==> config.mk <==
export PLATFORM = sky130hd
export DESIGN_NAME = cv32e40x_bch_resolve_flat
export DESIGN_NICKNAME = d
export VERILOG_FILES = /design/src/rtl/cv32e40x_pkg.sv /design/src/rtl/cv32e40x_bch_resolve_if.sv /design/src/rtl/cv32e40x_sat_counter.sv /design/src/rtl/cv32e40x_bch_resolve.sv /design/src/flat_wrapper.sv
export SDC_FILE = /design/constraint.sdc
export NUM_CORES = 1
export LEC_CHECK = 0
export ABC_AREA = 1
export BUFFER_PORTS_ARGS = -buffer_cell sky130_fd_sc_hd__buf_2
export CORE_ASPECT_RATIO = 0.75
export CORE_MARGIN = 3
export CORE_UTILIZATION = 35
export CTS_CLUSTER_DIAMETER = 150
export CTS_CLUSTER_SIZE = 14
export DETAILED_ROUTE_END_ITERATION = 8
export SLEW_MARGIN = 15
export SYNTH_ARGS = -nofsm -noshare
export SYNTH_HDL_FRONTEND = slang
export SYNTH_SLANG_ARGS = --single-unit
==> constraint.sdc <==
create_clock -name clk -period 2.6 [get_ports clk]
set_input_delay 0.39 -clock clk [delete_from_list [all_inputs] [get_ports clk]]
set_output_delay 0.39 -clock clk [all_outputs]
set_load 0.01 [all_outputs]
==> src/rtl/cv32e40x_pkg.sv <==
// ---------------------------------------------------------------------------
// cv32e40x_pkg
// Shared types and constants for the branch resolution unit and its users.
//   bch_res_state_e  : states of the branch resolution FSM
//   INSTR_LEN_C/W    : fall-through increments for 16-bit / 32-bit branches
//   fall_through_pc  : address of the instruction following a branch
// ---------------------------------------------------------------------------
package cv32e40x_pkg;

    typedef enum logic [1:0] {
        BR_IDLE     = 2'd0,
        BR_WAIT_CMP = 2'd1,
        BR_REDIRECT = 2'd2
    } bch_res_state_e;

    localparam logic [31:0] INSTR_LEN_C = 32'd2;
    localparam logic [31:0] INSTR_LEN_W = 32'd4;

    // Wraps modulo 2^32 so a branch at the top of the address space
    // falls through to address 0.
    function automatic logic [31:0] fall_through_pc(input logic [31:0] pc,
                                                    input logic        compressed);
        return pc + (compressed ? INSTR_LEN_C : INSTR_LEN_W);
    endfunction

endpackage

==> src/rtl/cv32e40x_bch_resolve_if.sv <==
// ---------------------------------------------------------------------------
// cv32e40x_bch_resolve_if
// Groups the two handshakes of the branch resolution unit:
//   ID side : id_valid_i/id_ready_o plus the branch descriptor
//             (id_pc_i, id_bch_target_i, id_prediction_i, id_compressed_i)
//   IF side : redirect_valid_o/redirect_ready_i plus redirect_pc_o
// Modports:
//   master : the environment (ID stage and IF stage)
//   slave  : the branch resolution unit
// ---------------------------------------------------------------------------
interface cv32e40x_bch_resolve_if;

    logic        id_valid_i;
    logic        id_ready_o;
    logic [31:0] id_pc_i;
    logic [31:0] id_bch_target_i;
    logic        id_prediction_i;
    logic        id_compressed_i;

    logic        redirect_valid_o;
    logic        redirect_ready_i;
    logic [31:0] redirect_pc_o;

    modport master (
        output id_valid_i, id_pc_i, id_bch_target_i, id_prediction_i,
               id_compressed_i, redirect_ready_i,
        input  id_ready_o, redirect_valid_o, redirect_pc_o
    );

    modport slave (
        input  id_valid_i, id_pc_i, id_bch_target_i, id_prediction_i,
               id_compressed_i, redirect_ready_i,
        output id_ready_o, redirect_valid_o, redirect_pc_o
    );

endinterface

==> src/rtl/cv32e40x_sat_counter.sv <==
// ---------------------------------------------------------------------------
// cv32e40x_sat_counter
// Generic saturating performance counter.
//   clk, rst_n : clock and synchronous active-low reset
//   clear_i    : synchronous clear, wins over inc_i
//   inc_i      : increment enable; the count sticks at 2^W-1
//   cnt_o      : current count
// ---------------------------------------------------------------------------
module cv32e40x_sat_counter #(
    parameter int unsigned W = 16
) (
    input  logic         clk,
    input  logic         rst_n,
    input  logic         clear_i,
    input  logic         inc_i,
    output logic [W-1:0] cnt_o
);

    logic [W-1:0] cnt_q;
    logic [W-1:0] cnt_d;

    always_comb begin
        cnt_d = cnt_q;
        if (clear_i) begin
            cnt_d = '0;
        end else if (inc_i && (cnt_q != {W{1'b1}})) begin
            cnt_d = cnt_q + {{(W-1){1'b0}}, 1'b1};
        end
    end

    always_ff @(posedge clk) begin
        if (!rst_n) begin
            cnt_q <= '0;
        end else begin
            cnt_q <= cnt_d;
        end
    end

    assign cnt_o = cnt_q;

endmodule

==> src/rtl/cv32e40x_bch_resolve.sv <==
// ---------------------------------------------------------------------------
// cv32e40x_bch_resolve
// Resolves one statically predicted conditional branch at a time. A branch
// is accepted from ID, held until the EX comparator reports the real
// outcome, and on a misprediction a corrected fetch PC is offered to IF
// and held until IF takes it. Mispredictions are counted for performance
// monitoring.
// Ports:
//   clk, rst_n            : clock, synchronous active-low reset
//   bus (slave)           : ID accept handshake and IF redirect handshake
//   ex_cmp_valid_i/taken_i: comparator outcome from EX
//   kill_i                : controller flush, drops any branch/redirect
//   resolve_valid_o       : one-cycle pulse per resolved branch
//   resolve_mispredict_o  : qualifies resolve_valid_o
//   mispredict_cnt_o      : saturating misprediction count
//   cnt_clear_i           : clears the counter
// ---------------------------------------------------------------------------
module cv32e40x_bch_resolve
    import cv32e40x_pkg::*;
#(
    parameter int unsigned CNT_W = 16
) (
    input  logic                  clk,
    input  logic                  rst_n,
    cv32e40x_bch_resolve_if.slave bus,
    input  logic                  ex_cmp_valid_i,
    input  logic                  ex_cmp_taken_i,
    input  logic                  kill_i,
    output logic                  resolve_valid_o,
    output logic                  resolve_mispredict_o,
    output logic [CNT_W-1:0]      mispredict_cnt_o,
    input  logic                  cnt_clear_i
);

    bch_res_state_e state_q, state_d;

    logic [31:0] pc_q, pc_d;
    logic [31:0] target_q, target_d;
    logic        prediction_q, prediction_d;
    logic        compressed_q, compressed_d;
    logic [31:0] redirect_pc_q, redirect_pc_d;
    logic        resolve_valid_q, resolve_valid_d;
    logic        resolve_mispredict_q, resolve_mispredict_d;

    logic        id_ready;
    logic        mispredict;
    logic        cnt_inc;

    always_comb begin
        state_d              = state_q;
        pc_d                 = pc_q;
        target_d             = target_q;
        prediction_d         = prediction_q;
        compressed_d         = compressed_q;
        redirect_pc_d        = redirect_pc_q;
        resolve_valid_d      = 1'b0;
        resolve_mispredict_d = 1'b0;
        id_ready             = 1'b0;
        cnt_inc              = 1'b0;
        mispredict           = ex_cmp_taken_i != prediction_q;

        case (state_q)
            BR_IDLE: begin
                id_ready = !kill_i;
                if (bus.id_valid_i && id_ready) begin
                    pc_d         = bus.id_pc_i;
                    target_d     = bus.id_bch_target_i;
                    prediction_d = bus.id_prediction_i;
                    compressed_d = bus.id_compressed_i;
                    state_d      = BR_WAIT_CMP;
                end
            end

            // A kill in the same cycle as the comparator result discards
            // the outcome entirely: no pulse, no count, no PC update.
            BR_WAIT_CMP: begin
                if (kill_i) begin
                    state_d = BR_IDLE;
                end else if (ex_cmp_valid_i) begin
                    redirect_pc_d        = ex_cmp_taken_i ? target_q
                                                          : fall_through_pc(pc_q, compressed_q);
                    resolve_valid_d      = 1'b1;
                    resolve_mispredict_d = mispredict;
                    cnt_inc              = mispredict;
                    state_d              = mispredict ? BR_REDIRECT : BR_IDLE;
                end
            end

            BR_REDIRECT: begin
                if (kill_i || bus.redirect_ready_i) begin
                    state_d = BR_IDLE;
                end
            end

            default: begin
                state_d = BR_IDLE;
            end
        endcase
    end

    always_ff @(posedge clk) begin
        if (!rst_n) begin
            state_q              <= BR_IDLE;
            pc_q                 <= '0;
            target_q             <= '0;
            prediction_q         <= 1'b0;
            compressed_q         <= 1'b0;
            redirect_pc_q        <= '0;
            resolve_valid_q      <= 1'b0;
            resolve_mispredict_q <= 1'b0;
        end else begin
            state_q              <= state_d;
            pc_q                 <= pc_d;
            target_q             <= target_d;
            prediction_q         <= prediction_d;
            compressed_q         <= compressed_d;
            redirect_pc_q        <= redirect_pc_d;
            resolve_valid_q      <= resolve_valid_d;
            resolve_mispredict_q <= resolve_mispredict_d;
        end
    end

    cv32e40x_sat_counter #(
        .W (CNT_W)
    ) u_mispredict_cnt (
        .clk     (clk),
        .rst_n   (rst_n),
        .clear_i (cnt_clear_i),
        .inc_i   (cnt_inc),
        .cnt_o   (mispredict_cnt_o)
    );

    // The redirect is driven purely from the registered state, so it
    // stays stable for the whole handshake and only drops on the edge
    // after ready, kill or reset.
    assign bus.id_ready_o        = id_ready;
    assign bus.redirect_valid_o  = (state_q == BR_REDIRECT);
    assign bus.redirect_pc_o     = redirect_pc_q;
    assign resolve_valid_o       = resolve_valid_q;
    assign resolve_mispredict_o  = resolve_mispredict_q;

endmodule

==> src/flat_wrapper.sv <==
// flat-port wrapper written by rule: the top's interface ports become plain ports
module cv32e40x_bch_resolve_flat import cv32e40x_pkg::*;
#(
    parameter int unsigned CNT_W = 16
)
  (clk, rst_n, ex_cmp_valid_i, ex_cmp_taken_i, kill_i, resolve_valid_o, resolve_mispredict_o, mispredict_cnt_o, cnt_clear_i, bus_id_valid_i, bus_id_pc_i, bus_id_bch_target_i, bus_id_prediction_i, bus_id_compressed_i, bus_redirect_ready_i, bus_id_ready_o, bus_redirect_valid_o, bus_redirect_pc_o);
  cv32e40x_bch_resolve_if bus_i ();
  input  logic clk;
  input  logic rst_n;
  input  logic ex_cmp_valid_i;
  input  logic ex_cmp_taken_i;
  input  logic kill_i;
  output logic resolve_valid_o;
  output logic resolve_mispredict_o;
  output logic [CNT_W-1:0] mispredict_cnt_o;
  input  logic cnt_clear_i;
  input wire logic [$bits(bus_i.id_valid_i)-1:0] bus_id_valid_i;
  input wire logic [$bits(bus_i.id_pc_i)-1:0] bus_id_pc_i;
  input wire logic [$bits(bus_i.id_bch_target_i)-1:0] bus_id_bch_target_i;
  input wire logic [$bits(bus_i.id_prediction_i)-1:0] bus_id_prediction_i;
  input wire logic [$bits(bus_i.id_compressed_i)-1:0] bus_id_compressed_i;
  input wire logic [$bits(bus_i.redirect_ready_i)-1:0] bus_redirect_ready_i;
  output wire logic [$bits(bus_i.id_ready_o)-1:0] bus_id_ready_o;
  output wire logic [$bits(bus_i.redirect_valid_o)-1:0] bus_redirect_valid_o;
  output wire logic [$bits(bus_i.redirect_pc_o)-1:0] bus_redirect_pc_o;
  assign bus_i.id_valid_i = bus_id_valid_i;
  assign bus_i.id_pc_i = bus_id_pc_i;
  assign bus_i.id_bch_target_i = bus_id_bch_target_i;
  assign bus_i.id_prediction_i = bus_id_prediction_i;
  assign bus_i.id_compressed_i = bus_id_compressed_i;
  assign bus_i.redirect_ready_i = bus_redirect_ready_i;
  assign bus_id_ready_o = bus_i.id_ready_o;
  assign bus_redirect_valid_o = bus_i.redirect_valid_o;
  assign bus_redirect_pc_o = bus_i.redirect_pc_o;
  cv32e40x_bch_resolve #(.CNT_W(CNT_W)) u_core (.clk(clk), .rst_n(rst_n), .bus(bus_i), .ex_cmp_valid_i(ex_cmp_valid_i), .ex_cmp_taken_i(ex_cmp_taken_i), .kill_i(kill_i), .resolve_valid_o(resolve_valid_o), .resolve_mispredict_o(resolve_mispredict_o), .mispredict_cnt_o(mispredict_cnt_o), .cnt_clear_i(cnt_clear_i));
endmodule
After elaboration in Yosys (flattened, before gate mapping)
Index checks and enable logic that the tools add are counted.
{"block": "classes", "n_addsub": 2, "n_eq_ne": 7, "mux": 13, "n_bitwise": 3, "n_reduce_logical": 10}
{"op": "$add 32x32->32", "count": 1}
{"op": "$mux 32", "count": 1}
{"op": "$add 16x1->16 const B", "count": 1}
{"op": "$ne 16x16->1 const B", "count": 1}
{"op": "$mux 2", "count": 5}
{"op": "$pmux 2 s3", "count": 1}
{"op": "$reduce_and 3->1", "count": 2}
{"op": "$mux 1", "count": 5}
{"op": "$ne 2x1->1 const B", "count": 2}
{"op": "$mux 3", "count": 1}
{"op": "$ne 3x3->1 const B", "count": 1}
{"op": "$not 1->1", "count": 3}
{"op": "$reduce_or 3->1", "count": 1}
{"op": "$eq 2x1->1 const B", "count": 1}
{"op": "$eq 2x2->1 const B", "count": 1}
{"op": "$logic_and 1x1->1", "count": 2}
{"op": "$logic_not 2->1", "count": 1}
{"op": "$reduce_and 2->1", "count": 1}
{"op": "$reduce_or 2->1", "count": 1}
{"op": "$logic_not 1->1", "count": 1}
{"op": "$logic_or 1x1->1", "count": 1}
{"op": "$ne 1x1->1", "count": 1}
{"block": "word_totals", "ff_bits": 118, "input_bits": 74, "output_inout_bits": 52, "wordCells": 44}

Logic depth before layout (Yosys ltp)
Gate-level depths: netlist of run 1.
{"block": "logic_depth", "word_depth": 5, "ltp_mapped": 11, "mapped_depth_nobuf": 11}

Hierarchy
Synthesis of run 1 repeated with hierarchy kept, for this count alone.
{"block": "unflattened", "hier_cells": 841, "hier_area_um2": 5652.9}
{"module": "cv32e40x_bch_resolve", "n_inst": 1, "cells_each": 688, "area_per_inst_um2": 4742.0, "seq_area_each_um2": 2042.0}
{"module": "cv32e40x_sat_counter", "n_inst": 1, "cells_each": 153, "area_per_inst_um2": 910.9, "seq_area_each_um2": 320.3}

Worst setup path after synthesis of run 1
No wires, ideal clock.
{"block": "synth_timing", "path_kind": "register -> register", "from": "register u_core.compressed_q", "to": "register u_core.redirect_pc_q[23] (netlist: u_core.bus.redirect_pc_o[23])", "setup_time_ps": 119, "t_arrival_ps": 1738, "required_ps": 2481, "path_slack_ps": 743, "stages_incl_launch_ff": 11, "path_buffers": 0, "period_less_slack_ps": 1857, "cell_sequence": "dfxtp_1 -> ha_1 -> inv_1 -> fa_1 -> nor2_4 -> nand2_2 -> nor2_4 -> nand2_1 -> xor2_1 -> nand2_1 -> a21oi_1"}
{"block": "synth_between", "elab_chain_len": 3}
{"element": "start: declaration", "line_no": "cv32e40x_bch_resolve.sv:40", "rtl": "logic compressed_q, compressed_d;"}
{"element": "start signal: assignment", "line_no": "cv32e40x_bch_resolve.sv:116", "rtl": "compressed_q <= compressed_d;"}
{"element": "$mux 3", "line_no": "cv32e40x_pkg.sv:23", "rtl": "return pc + (compressed ? INSTR_LEN_C : INSTR_LEN_W);"}
{"element": "$add 32x32->32", "line_no": "cv32e40x_pkg.sv:23"}
{"element": "$mux 32", "line_no": "cv32e40x_bch_resolve.sv:80", "rtl": "redirect_pc_d = ex_cmp_taken_i ? target_q"}
{"element": "end signal: assignment", "line_no": "cv32e40x_bch_resolve.sv:117", "rtl": "redirect_pc_q <= redirect_pc_d;"}
{"element": "end: declaration", "line_no": "cv32e40x_bch_resolve.sv:41", "rtl": "logic [31:0] redirect_pc_q, redirect_pc_d;"}
No other way between the ends.
A chain may end at the register's enable or synchronous reset.

Worst setup path in the final report of run 1
Same ends and word-level chain as after synthesis.

==> out/qor.log, run 1 <==
INFO  status         status=complete, no violations
INFO  yosys          synth.yosys.warnings=0
INFO  finish         most_common_library_cell_in_the_layout_ignoring_fill_and_taps=sky130_fd_sc_hd__nand2_1
INFO  detailed_routing dr_total_vias=5,481
INFO  finish         post_layout_nonfiller_instances=1,146
INFO  setup_path     timing.rr.end=u_core.bus.redirect_pc_o[23]$_SDFFE_PN0P_
INFO  yosys          synth_cell_types=30
INFO  yosys          synth.top_cells.by_area=sky130_fd_sc_hd__dfxtp_1, sky130_fd_sc_hd__nand2_1, sky130_fd_sc_hd__nor2_1
INFO  yosys          post-synth-top-area-fraction=42.7%
INFO  detailed_routing drt_pre_antenna_iters=5
INFO  floorplan      die_h=115um
INFO  sta            timing.final.crit_share=78.6%
INFO  setup_path     critPathCaptureType=register
INFO  detailed_routing routed_wire_length_per_instance=13.8um
INFO  detailed_routing detail_route.iter0.violations=356
INFO  setup_path     worstSetupStartpoint=u_core.compressed_q$_SDFFE_PN0P_
INFO  finish         flow.area_growth_from_synthesis=28.1%
INFO  finish         share_of_layout_cells_above_drive_strength_1=19.9%
INFO  finish         final_nets=1,006
INFO  placed_design  dp_hpwl=11,900um
INFO  worst_hold_path hold_path.class=input pin to register
INFO  setup_path     arrival_time_worst_endpoint=2.39ns
INFO  setup_path     critical_path.max_fanout=5
INFO  power          ir_drop=0.337mV
INFO  setup_path     worstPathRequired=2.95ns
INFO  yosys          syn-instance-count=809
INFO  sta            whs=0.229ns
INFO  clock_network  worst_skew_pair.late_latency=0.41ns
INFO  global_route   grt_remaining_overflow=0
INFO  clock_network  number_of_cts_inserted_buffers=17
INFO  clock_network  tritoncts_clock_tree=done
INFO  sta            drv_slew=0
INFO  detailed_routing final_antenna_net_count=0
INFO  worst_hold_path hold_depth=3
INFO  floorplan      fp.dieArea=0.0174mm2
INFO  worst_hold_path hold_path_end=u_core.target_q[6]$_SDFFE_PN0P_
INFO  sta            slew_headroom=59.0%
INFO  clock_network  ctsResizeCount=0
INFO  clock_network  cts.path.max_buffers=2
INFO  clock_network  clkSlewWorstSetupHoldPaths=0.06ns
INFO  floorplan      num_rows=39
INFO  placed_design  placement.cell_area=0.00635mm2
INFO  global_route   grt_pass1_vias=5,201
INFO  floorplan      initial_core_util=36.1%
INFO  sta            unrepaired_setup_endpoints_after_global_routing=false
INFO  detailed_routing avgViaCountPerCell=4.78
INFO  floorplan      core-area=0.0153mm2
INFO  clock_network  post_cts.repair.setup_buffers=0
INFO  clock_network  cts_sinks=118
INFO  placed_design  post-place-cells=1,114
INFO  power          leakage=2.85nW
INFO  setup_path     r2r_start=u_core.compressed_q$_SDFFE_PN0P_
INFO  global_route   track_usage=18.9%
INFO  power          cellPowerDensity=731mW/mm2
INFO  detailed_routing routed_wl=15,900um
INFO  finish         final_core_density=46.2%
INFO  global_route   grt_max_degree=52
INFO  yosys          synth-seq-area-share=42.7%
INFO  yosys          syn_area_per_cell=6.83um2
INFO  clock_network  clockRootBuffer=sky130_fd_sc_hd__clkbuf_16
INFO  sta            achievable-frequency=489MHz
INFO  setup_path     r2r_slack=0.56ns
INFO  placed_design  buffer_ports.inserted=125
INFO  clock_network  holdBufCountCts=0
INFO  yosys          postSynthNetCount=887
INFO  setup_path     critPathLaunchType=register
INFO  setup_path     worstSetupPathType=register to register
INFO  global_route   number_of_antenna_violations_at_the_first_check_in_global_routing=0
INFO  finish         antennaDiodeCount=0
INFO  setup_path     timing.reg2reg.worst_path_depth=10
INFO  global_route   grt_pass1_wl=26,000um
INFO  worst_hold_path hold_path.startpoint=bus_id_bch_target_i[6]
INFO  sta            setup_viol=0
INFO  sta            report.final.hold_viol_count=0
INFO  sta            setup-tns-final=0ns
INFO  floorplan      chipWidth=151um
INFO  placed_design  place_congestion=0.943
INFO  clock_network  htreeDepth=4
INFO  sta            finalWorstPathRequiredPeriod=2.04ns
INFO  yosys          synth.ff_latch_count=118
INFO  flow_run       cap_violations=0
INFO  sta            fin_skew=0.00703ns
INFO  sta            postLayoutSetupSlackWorst=0.556ns
INFO  sta            worst-slew-pin-transition=0.611ns
INFO  placed_design  preCtsSetupSlack=0.566ns
INFO  finish         final_cell_area=0.00708mm2
INFO  floorplan      floorplan.io_pins=126
INFO  finish         mostFrequentLayoutCells=sky130_fd_sc_hd__nand2_1, sky130_fd_sc_hd__nor2_1, sky130_fd_sc_hd__buf_2, sky130_fd_sc_hd__dfxtp_1, sky130_fd_sc_hd__o21ai_0
INFO  yosys          synth_area_leader_cell=sky130_fd_sc_hd__dfxtp_1
INFO  detailed_routing drcViolationCount=0
INFO  power          total_power=5.17mW
INFO  yosys          netlist_area=0.00553mm2
## power breakdown
group	internal, mW	leakage [nW]	switching (mW)
registers	1.89	0.964	0.0636
logic	0.148	1.54	0.227
clock network	2.00	0.346	0.841
total	4.04	2.85	1.13
## worst max-delay path, cell delays in order (launching register included)
cell	delay (ns)
sky130_fd_sc_hd__dfxtp_1	0.38
sky130_fd_sc_hd__ha_1	0.21
sky130_fd_sc_hd__inv_1	0.06
sky130_fd_sc_hd__fa_1	0.46
sky130_fd_sc_hd__nor2_4	0.21
sky130_fd_sc_hd__nand2_2	0.11
sky130_fd_sc_hd__nor2_4	0.17
sky130_fd_sc_hd__nand2_1	0.08
sky130_fd_sc_hd__xor2_1	0.13
sky130_fd_sc_hd__nand2_1	0.06
sky130_fd_sc_hd__a21oi_1	0.11
## cell usage after synthesis, drive strengths merged
master,instances
ha,3
nand4,5
fa,1
buf,14
nand3,41
nor3b,1
clkbuf,23
nor3,7
a21oi,99
a31oi,2
nand2,158
xnor2,6
dfxtp,118
nor2,157
inv,58
clkinv,3
o21ai,102
xor2,11
## registers in the layout (all words and copies together) (netlist names)
name / count
u_core.bus.redirect_pc_o: 32
u_core.pc_q: 32
u_core.target_q: 32
u_core.u_mispredict_cnt.cnt_o: 16
u_core.state_q: 2
u_core.compressed_q: 1
u_core.prediction_q: 1
u_core.resolve_mispredict_o: 1
u_core.resolve_valid_o: 1
## cell type report
type	count	area, um2
Clock buffer	21	480
Fill cell	1615	8240
Tap cell	205	256
Clock inverter	11	243
Inverter	61	231
Sequential cell	118	2360
Timing Repair Buffer	137	741
Multi-Input combinational cell	593	2760
## per-layer routing
metal,track usage [%],routed length (um)
met3,4.49,829
met1,27.2,8190
met2,28.4,6680
met5,0,0
met4,5.43,174
## worst max-delay path by stage
stage	cells after the start	end	slack [ns]
floorplan	10	u_core.bus.redirect_pc_o[23]$_SDFFE_PN0P_	0.74
global placement	10	u_core.bus.redirect_pc_o[23]$_SDFFE_PN0P_	0.62
detailed placement	10	u_core.bus.redirect_pc_o[23]$_SDFFE_PN0P_	0.57
CTS	10	u_core.bus.redirect_pc_o[23]$_SDFFE_PN0P_	0.54
global route	10	u_core.bus.redirect_pc_o[23]$_SDFFE_PN0P_	0.30
finish	10	u_core.bus.redirect_pc_o[23]$_SDFFE_PN0P_	0.56
## logic make-up after synthesis
family / synth area share (%)
compound gates: 18.5
flops: 42.7
xor+xnor: 2.69
simple gates: 27.7
buf+inv: 7.29
fa+ha+maj: 1.04
No activity file was read; power rests on OpenSTA's default activity.
==> run 2, diff against run 1 <==
--- a/config.mk
+++ b/config.mk
@@ -5,7 +5,7 @@
 export SDC_FILE = /design/constraint.sdc
 export NUM_CORES = 1
 export LEC_CHECK = 0
-export ABC_AREA = 1
+export ABC_AREA = 0
 export BUFFER_PORTS_ARGS = -buffer_cell sky130_fd_sc_hd__buf_2
 export CORE_ASPECT_RATIO = 0.75
 export CORE_MARGIN = 3
==> constraint.sdc (replaced) <==
create_clock -name clk -period 1.7 [get_ports clk]
set_input_delay 0.255 -clock clk [delete_from_list [all_inputs] [get_ports clk]]
set_output_delay 0.255 -clock clk [all_outputs]
set_load 0.01 [all_outputs]
==> out/qor.log, run 2 <==
INFO  placed_design  dp_hpwl=11,700um
INFO  yosys          synth.ff_latch_count=118
INFO  clock_network  cts_sinks=118
INFO  power          leakage=3.16nW
INFO  setup_path     timing.rr.end=u_core.bus.redirect_pc_o[15]$_SDFFE_PN0P_
INFO  placed_design  buffer_ports.inserted=125
INFO  finish         footprint_of_the_flip_flops_and_latches=0.00237mm2
INFO  setup_path     worstSetupPathType=register to register
INFO  detailed_routing routed_wire_length_per_instance=16.2um
INFO  power          swShare=23.7%
INFO  yosys          synth-edff-count=0
INFO  sta            setup_viol=14
INFO  yosys          synth-seq-area-share=43.7%
INFO  flow_run       cap_violations=0
INFO  detailed_routing dr_total_vias=5,222
INFO  placed_design  place_congestion=0.881
INFO  placed_design  placement.cell_area=0.00662mm2
INFO  sta            report.final.hold_viol_count=0
INFO  worst_hold_path hold_path.class=input pin to register
INFO  sta            unrepaired_setup_endpoints_after_global_routing=true
INFO  clock_network  cts.path.max_buffers=2
INFO  finish         flow.area_growth_from_synthesis=37.9%
INFO  yosys          synth.top_cells.by_area=sky130_fd_sc_hd__dfxtp_1, sky130_fd_sc_hd__nand2_1, sky130_fd_sc_hd__a21boi_0
INFO  sta            timing.final.crit_share=122%
INFO  power          power_frac_comb=8.1%
INFO  setup_path     cp-endpoint=u_core.bus.redirect_pc_o[15]$_SDFFE_PN0P_
INFO  setup_path     r2r_slack=-0.37ns
INFO  clock_network  number_of_cts_inserted_buffers=17
INFO  clock_network  clkSlewWorstSetupHoldPaths=0.05ns
INFO  sta            drv_slew=0
INFO  clock_network  htreeDepth=4
INFO  clock_network  tritoncts_clock_tree=done
INFO  global_route   grt_pass1_wl=26,300um
INFO  status         violations_in_the_final_reports=setup timing
INFO  yosys          synth-async-reset-ratio=0%
INFO  global_route   number_of_antenna_violations_at_the_first_check_in_global_routing=0
INFO  sta            slew_headroom=58.5%
INFO  power          cellPowerDensity=923mW/mm2
INFO  yosys          synth_mux_area_share=0.927%
INFO  global_route   met3_usage=5.00%
INFO  finish         most_common_library_cell_in_the_layout_ignoring_fill_and_taps=sky130_fd_sc_hd__nand2_1
INFO  clock_network  worst_skew_pair.late_latency=0.42ns
INFO  yosys          synth_adder_area_share=1.07%
INFO  detailed_routing avgViaCountPerCell=5.02
INFO  floorplan      die_h=114um
INFO  sta            whs=0.0802ns
INFO  global_route   grt_max_degree=75
INFO  finish         final_nets=906
INFO  placed_design  post-place-cells=1,004
INFO  setup_path     critPathLaunchType=register
INFO  yosys          synth_area_leader_cell=sky130_fd_sc_hd__dfxtp_1
INFO  detailed_routing final_antenna_net_count=0
INFO  finish         share_of_layout_cells_above_drive_strength_1=31.3%
INFO  floorplan      fp.dieArea=0.0170mm2
INFO  sta            achievable-frequency=483MHz
INFO  power          p_int=5.24mW
INFO  power          pwr-share-clk=49.5%
INFO  yosys          synth_cell_types=46
INFO  yosys          syn_area_per_cell=8.10um2
INFO  floorplan      num_rows=38
INFO  finish         final_core_density=50.3%
INFO  setup_path     critical_path.max_fanout=10
INFO  setup_path     r2r_start=u_core.compressed_q$_SDFFE_PN0P_
INFO  setup_path     arrival_time_worst_endpoint=2.37ns
INFO  floorplan      floorplan.io_pins=126
INFO  finish         antennaDiodeCount=0
INFO  finish         final.fill_count=1,431
INFO  global_route   grt_remaining_overflow=0
INFO  yosys          netlist_area=0.00540mm2
INFO  floorplan      initial_core_util=36.5%
INFO  finish         post_layout_nonfiller_instances=1,041
INFO  clock_network  clockRootBuffer=sky130_fd_sc_hd__clkbuf_16
INFO  yosys          synthFlopType=sky130_fd_sc_hd__dfxtp_1
INFO  yosys          yosys.cell_count.top_type=sky130_fd_sc_hd__nand2_1
INFO  global_route   gr-max-usage-layer=met1
INFO  setup_path     timing.reg2reg.worst_path_depth=9
INFO  power          ir_drop=0.634mV
INFO  global_route   globalRouteMet1Util=29.5%
INFO  finish         final_cell_area=0.00744mm2
INFO  yosys          post-synth-top-area-fraction=43.7%
INFO  detailed_routing drt_pre_antenna_iters=5
INFO  sta            finalWorstPathRequiredPeriod=2.07ns
INFO  global_route   grt_pass1_vias=5,000
INFO  setup_path     worstSetupStartpoint=u_core.compressed_q$_SDFFE_PN0P_
INFO  yosys          main_combinational_cell_family_by_area_after_synthesis=simple AND/OR/NAND/NOR gates
INFO  detailed_routing drcViolationCount=0
INFO  floorplan      core-area=0.0148mm2
INFO  yosys          synth.yosys.warnings=0
INFO  status         status=finished, violations left
INFO  yosys          post_synth_and_or_nand_nor_area_fraction=27.6%
INFO  finish         multi_input_comb_area=0.00304mm2
INFO  yosys          synth.top_cells.by_count=sky130_fd_sc_hd__nand2_1, sky130_fd_sc_hd__dfxtp_1, sky130_fd_sc_hd__a21boi_0, sky130_fd_sc_hd__clkbuf_1, sky130_fd_sc_hd__nand3_1
INFO  yosys          postSynthNetCount=745
INFO  global_route   track_usage=19.5%
INFO  yosys          synth_compound_gate_area_share=16.7%
INFO  yosys          syn-instance-count=667
INFO  power          netSwitchingPower=1.63mW
INFO  detailed_routing routed_wl=16,900um
INFO  setup_path     critPathCaptureType=register
INFO  global_route   groute.layer.met2.usage=27.1%
INFO  finish         mostFrequentLayoutCells=sky130_fd_sc_hd__nand2_1, sky130_fd_sc_hd__buf_2, sky130_fd_sc_hd__dfxtp_1, sky130_fd_sc_hd__a21boi_0, sky130_fd_sc_hd__buf_4
INFO  sta            postLayoutSetupSlackWorst=-0.369ns
INFO  detailed_routing detail_route.iter0.violations=393
INFO  sta            fin_skew=0.00714ns
INFO  setup_path     worstPathRequired=2.00ns
INFO  yosys          post_synthesis_xor_xnor_area_fraction=6.33%
INFO  power          seq_power_share=42.3%
INFO  sta            worst-slew-pin-transition=0.623ns
INFO  floorplan      chipWidth=149um
==> run 2: per-stage QoR <==
step | power, mW | setup slack (ns) | TNS, ns
after floorplan | 3.22 | -0.336 | -3.05
after detailed placement | 3.48 | -0.395 | -6.00
after global placement | 3.47 | -0.359 | -4.94
after global routing | 7.12 | -0.446 | -5.64
final | 6.87 | -0.369 | -4.02
after CTS | 6.89 | -0.360 | -5.48
==> run 2: cell families (layout without fill, tap and decap cells) <==
kind of cell             Yosys count  count (layout)
AO/OA/AOI/OAI                    130             130
AND/OR/NAND/NOR                  321             321
multiplexers                       5               5
adder cells (fa/ha/maj)            4               4
XOR/XNOR                          39              39
buffers and inverters             50             224
flip-flops                       118             118
==> run 2: final cells by class <==
cell class / instances / share of cell area, %
clock buffers: 22 / 6.50
multi-input cells: 499 / 40.8
flip-flops and latches: 118 / 31.8
inverters: 5 / 0.286
repair buffers: 187 / 16.2
well taps: 200 / 3.36
clock inverters: 10 / 1.03
==> run 2: worst min-delay path by stage <==
stage / start / end / depth (start not counted) / slack (ns)
global route: bus_id_bch_target_i[12] / u_core.target_q[12]$_SDFFE_PN0P_ / 3 / 0.08
CTS: bus_id_bch_target_i[13] / u_core.target_q[13]$_SDFFE_PN0P_ / 3 / 0.08
detailed placement: u_core.target_q[23]$_SDFFE_PN0P_ / u_core.target_q[23]$_SDFFE_PN0P_ / 2 / 0.46
global placement: u_core.target_q[25]$_SDFFE_PN0P_ / u_core.target_q[25]$_SDFFE_PN0P_ / 2 / 0.45
floorplan: bus_id_compressed_i / u_core.compressed_q$_SDFFE_PN0P_ / 2 / 0.39
finish: bus_id_bch_target_i[13] / u_core.target_q[13]$_SDFFE_PN0P_ / 3 / 0.08
==> run 2: layer usage <==
metal	vias to the layer above	part of all wire [%]
li1	2602	-
met1	2445	51
met2	153	41
met3	22	6.0
met4	0	1.6
met5	-	0
==> run 2: critical path, stage by stage (launching register included) <==
cell                      delay [ns]
sky130_fd_sc_hd__dfxtp_4        0.37
sky130_fd_sc_hd__ha_4           0.13
sky130_fd_sc_hd__inv_2          0.03
sky130_fd_sc_hd__fa_2           0.35
sky130_fd_sc_hd__and4b_2        0.30
sky130_fd_sc_hd__nor3b_4        0.22
sky130_fd_sc_hd__buf_12         0.15
sky130_fd_sc_hd__and3_1         0.16
sky130_fd_sc_hd__xnor2_1        0.13
sky130_fd_sc_hd__o21ai_1        0.08
==> run 2: what timing repair did <==
action	CTS	global route
gates resized for setup	24	32
setup endpoints to repair	29	71
buffers inserted	5	3
cloned	0	1
hold buffers	0	0
pin swaps	15	23
==> run 2: power groups by stage <==
| stage | clock (mW) | sequential, mW | combinational [mW] |
|---|---|---|---|
| floorplan | 0 | 2.96 | 0.257 |
| global placement | 0 | 2.96 | 0.508 |
| detailed placement | 0 | 2.96 | 0.520 |
| CTS | 3.45 | 2.91 | 0.536 |
| global route | 3.59 | 2.91 | 0.619 |
| finish | 3.40 | 2.91 | 0.560 |
==> run 3, diff against run 2 <==
--- a/config.mk
+++ b/config.mk
@@ -5,7 +5,7 @@
 export SDC_FILE = /design/constraint.sdc
 export NUM_CORES = 1
 export LEC_CHECK = 0
-export ABC_AREA = 0
+export ABC_AREA = 1
 export BUFFER_PORTS_ARGS = -buffer_cell sky130_fd_sc_hd__buf_2
 export CORE_ASPECT_RATIO = 0.75
 export CORE_MARGIN = 3
==> constraint.sdc (replaced) <==
create_clock -name clk -period 1.9 [get_ports clk]
set_input_delay 0.285 -clock clk [delete_from_list [all_inputs] [get_ports clk]]
set_output_delay 0.285 -clock clk [all_outputs]
set_load 0.01 [all_outputs]
==> out/qor.log, run 3 (same netlist as run 1, synthesis figures left out) <==
INFO  status         status=finished, violations left
INFO  status         violations_in_the_final_reports=setup timing
INFO  finish         antennaDiodeCount=0
INFO  clock_network  cts.path.max_buffers=2
INFO  placed_design  placement.cell_area=0.00644mm2
INFO  finish         post_layout_nonfiller_instances=1,157
INFO  global_route   number_of_antenna_violations_at_the_first_check_in_global_routing=0
INFO  sta            report.final.hold_viol_count=0
INFO  clock_network  holdBufCountCts=0
INFO  setup_path     cp_max_stage_delay=0.41ns
INFO  finish         final_core_density=46.9%
INFO  finish         flow.area_growth_from_synthesis=30.1%
INFO  sta            worst-slew-pin-transition=0.771ns
INFO  finish         share_of_layout_cells_above_drive_strength_1=22.7%
INFO  global_route   grt_pass1_wl=25,900um
INFO  setup_path     worstPathRequired=2.25ns
INFO  power          leakage=2.89nW
INFO  floorplan      floorplan.io_pins=126
INFO  setup_path     r2r_slack=-0.01ns
INFO  sta            whs=0.116ns
INFO  detailed_routing routed_wl=16,100um
INFO  finish         most_common_library_cell_in_the_layout_ignoring_fill_and_taps=sky130_fd_sc_hd__nand2_1
INFO  finish         final_nets=1,018
INFO  clock_network  clkSlewWorstSetupHoldPaths=0.06ns
INFO  floorplan      num_rows=39
INFO  global_route   met3_usage=4.45%
INFO  worst_hold_path hold_path.class=input pin to register
INFO  clock_network  tritoncts_clock_tree=done
INFO  power          ir_drop=0.547mV
INFO  sta            fin_skew=0.00661ns
INFO  sta            setup_viol=1
INFO  clock_network  clockRootBuffer=sky130_fd_sc_hd__clkbuf_16
INFO  detailed_routing final_antenna_net_count=0
INFO  setup_path     crit_buf_inv=1
INFO  detailed_routing detail_route.iter0.violations=383
INFO  global_route   globalRouteMet1Util=27.4%
INFO  global_route   track_usage=19.0%
INFO  floorplan      fp.dieArea=0.0174mm2
INFO  sta            drv_slew=0
INFO  finish         final_cell_area=0.00719mm2
INFO  setup_path     critPathCaptureType=register
INFO  global_route   grt_pass1_vias=5,111
INFO  sta            slew_headroom=48.6%
INFO  clock_network  worst_skew_pair.late_latency=0.42ns
INFO  floorplan      chipWidth=151um
INFO  floorplan      die_h=115um
INFO  finish         mostFrequentLayoutCells=sky130_fd_sc_hd__nand2_1, sky130_fd_sc_hd__nor2_1, sky130_fd_sc_hd__buf_2, sky130_fd_sc_hd__dfxtp_1, sky130_fd_sc_hd__o21ai_0
INFO  clock_network  htreeDepth=4
INFO  flow_run       cap_violations=0
INFO  placed_design  post-place-cells=1,122
INFO  power          cellPowerDensity=925mW/mm2
INFO  sta            unrepaired_setup_endpoints_after_global_routing=true
INFO  power          total_power=6.65mW
INFO  detailed_routing drcViolationCount=0
INFO  setup_path     worst_path_max_delay_cell=sky130_fd_sc_hd__fa_2
INFO  setup_path     worstSetupPathType=register to register
INFO  sta            postLayoutSetupSlackWorst=-0.0106ns
INFO  sta            setup-tns-final=-0.0106ns
INFO  setup_path     critical_path_cell_by_cell=ha_4 > inv_2 > fa_2 > nor2_4 > nand2_2 > nor2_4 > nand2_1 > xor2_1 > nand2_1 > a21oi_2
INFO  detailed_routing routed_wire_length_per_instance=13.9um
INFO  sta            finalWorstPathRequiredPeriod=1.91ns
INFO  setup_path     arrival_time_worst_endpoint=2.26ns
INFO  sta            timing.final.crit_share=101%
INFO  global_route   gr-max-usage-layer=met2
INFO  global_route   groute.layer.met2.usage=28.4%
INFO  detailed_routing avgViaCountPerCell=4.79
INFO  setup_path     critical_path.max_fanout=5
INFO  setup_path     critPathLaunchType=register
INFO  floorplan      core-area=0.0153mm2
INFO  sta            achievable-frequency=523MHz
INFO  placed_design  dp_hpwl=11,900um
INFO  detailed_routing drt_pre_antenna_iters=5
INFO  detailed_routing dr_total_vias=5,545
INFO  placed_design  buffer_ports.inserted=125
INFO  global_route   grt_max_degree=54
INFO  floorplan      initial_core_util=36.1%
INFO  clock_network  number_of_cts_inserted_buffers=17
INFO  placed_design  place_congestion=0.940
INFO  clock_network  cts_sinks=118
INFO  global_route   grt_remaining_overflow=0
INFO  placed_design  preCtsSetupSlack=-0.0325ns
INFO  setup_path     critical_path.top_delay_family=simple AND/OR/NAND/NOR gates
==> run 3: area by class of cell <==
| type | instances | area [um2] |
|---|---|---|
| fillers | 1601 | 8130 |
| multi-input cells | 593 | 2830 |
| repair buffers | 149 | 868 |
| inverters | 61 | 231 |
| flip-flops and latches | 118 | 2370 |
| well taps | 205 | 256 |
| clock inverters | 9 | 148 |
| clock buffers | 22 | 484 |
==> run 3: what timing repair did <==
item	in CTS	in global routing
resized for setup	1	21
setup endpoints to repair	4	19
pin swaps	1	6
buffers inserted	1	3
==> run 3: worst paths after layout <==
path	from	end	depth (start not counted)
setup / recovery	u_core.compressed_q$_SDFFE_PN0P_	u_core.bus.redirect_pc_o[23]$_SDFFE_PN0P_	10
hold / removal	bus_id_bch_target_i[2]	u_core.target_q[2]$_SDFFE_PN0P_	3
setup reg to reg	u_core.compressed_q$_SDFFE_PN0P_	u_core.bus.redirect_pc_o[23]$_SDFFE_PN0P_	10
hold reg to reg	u_core.target_q[16]$_SDFFE_PN0P_	u_core.target_q[16]$_SDFFE_PN0P_	2
==> run 3: tightest hold or removal path, delay by kind of cell <==
kind	cells	cell delay, ns
buffers and inverters	1	0.07
AO/OA/AOI/OAI	1	0.07
AND/OR/NAND/NOR	1	0.07
==> run 3: where the power goes <==
part	switching (mW)	internal, mW	total [mW]	leakage, nW
Sequential	0.0886	2.59	2.68	0.965
Combinational	0.320	0.224	0.544	1.62
Clock	1.11	2.32	3.42	0.312
==> run 3: per-layer routing <==
layer,vias to the layer above,part of all wire [%]
li1,2904,-
met1,2508,51
met2,121,43
met3,12,5.2
met4,0,0.84
met5,-,0
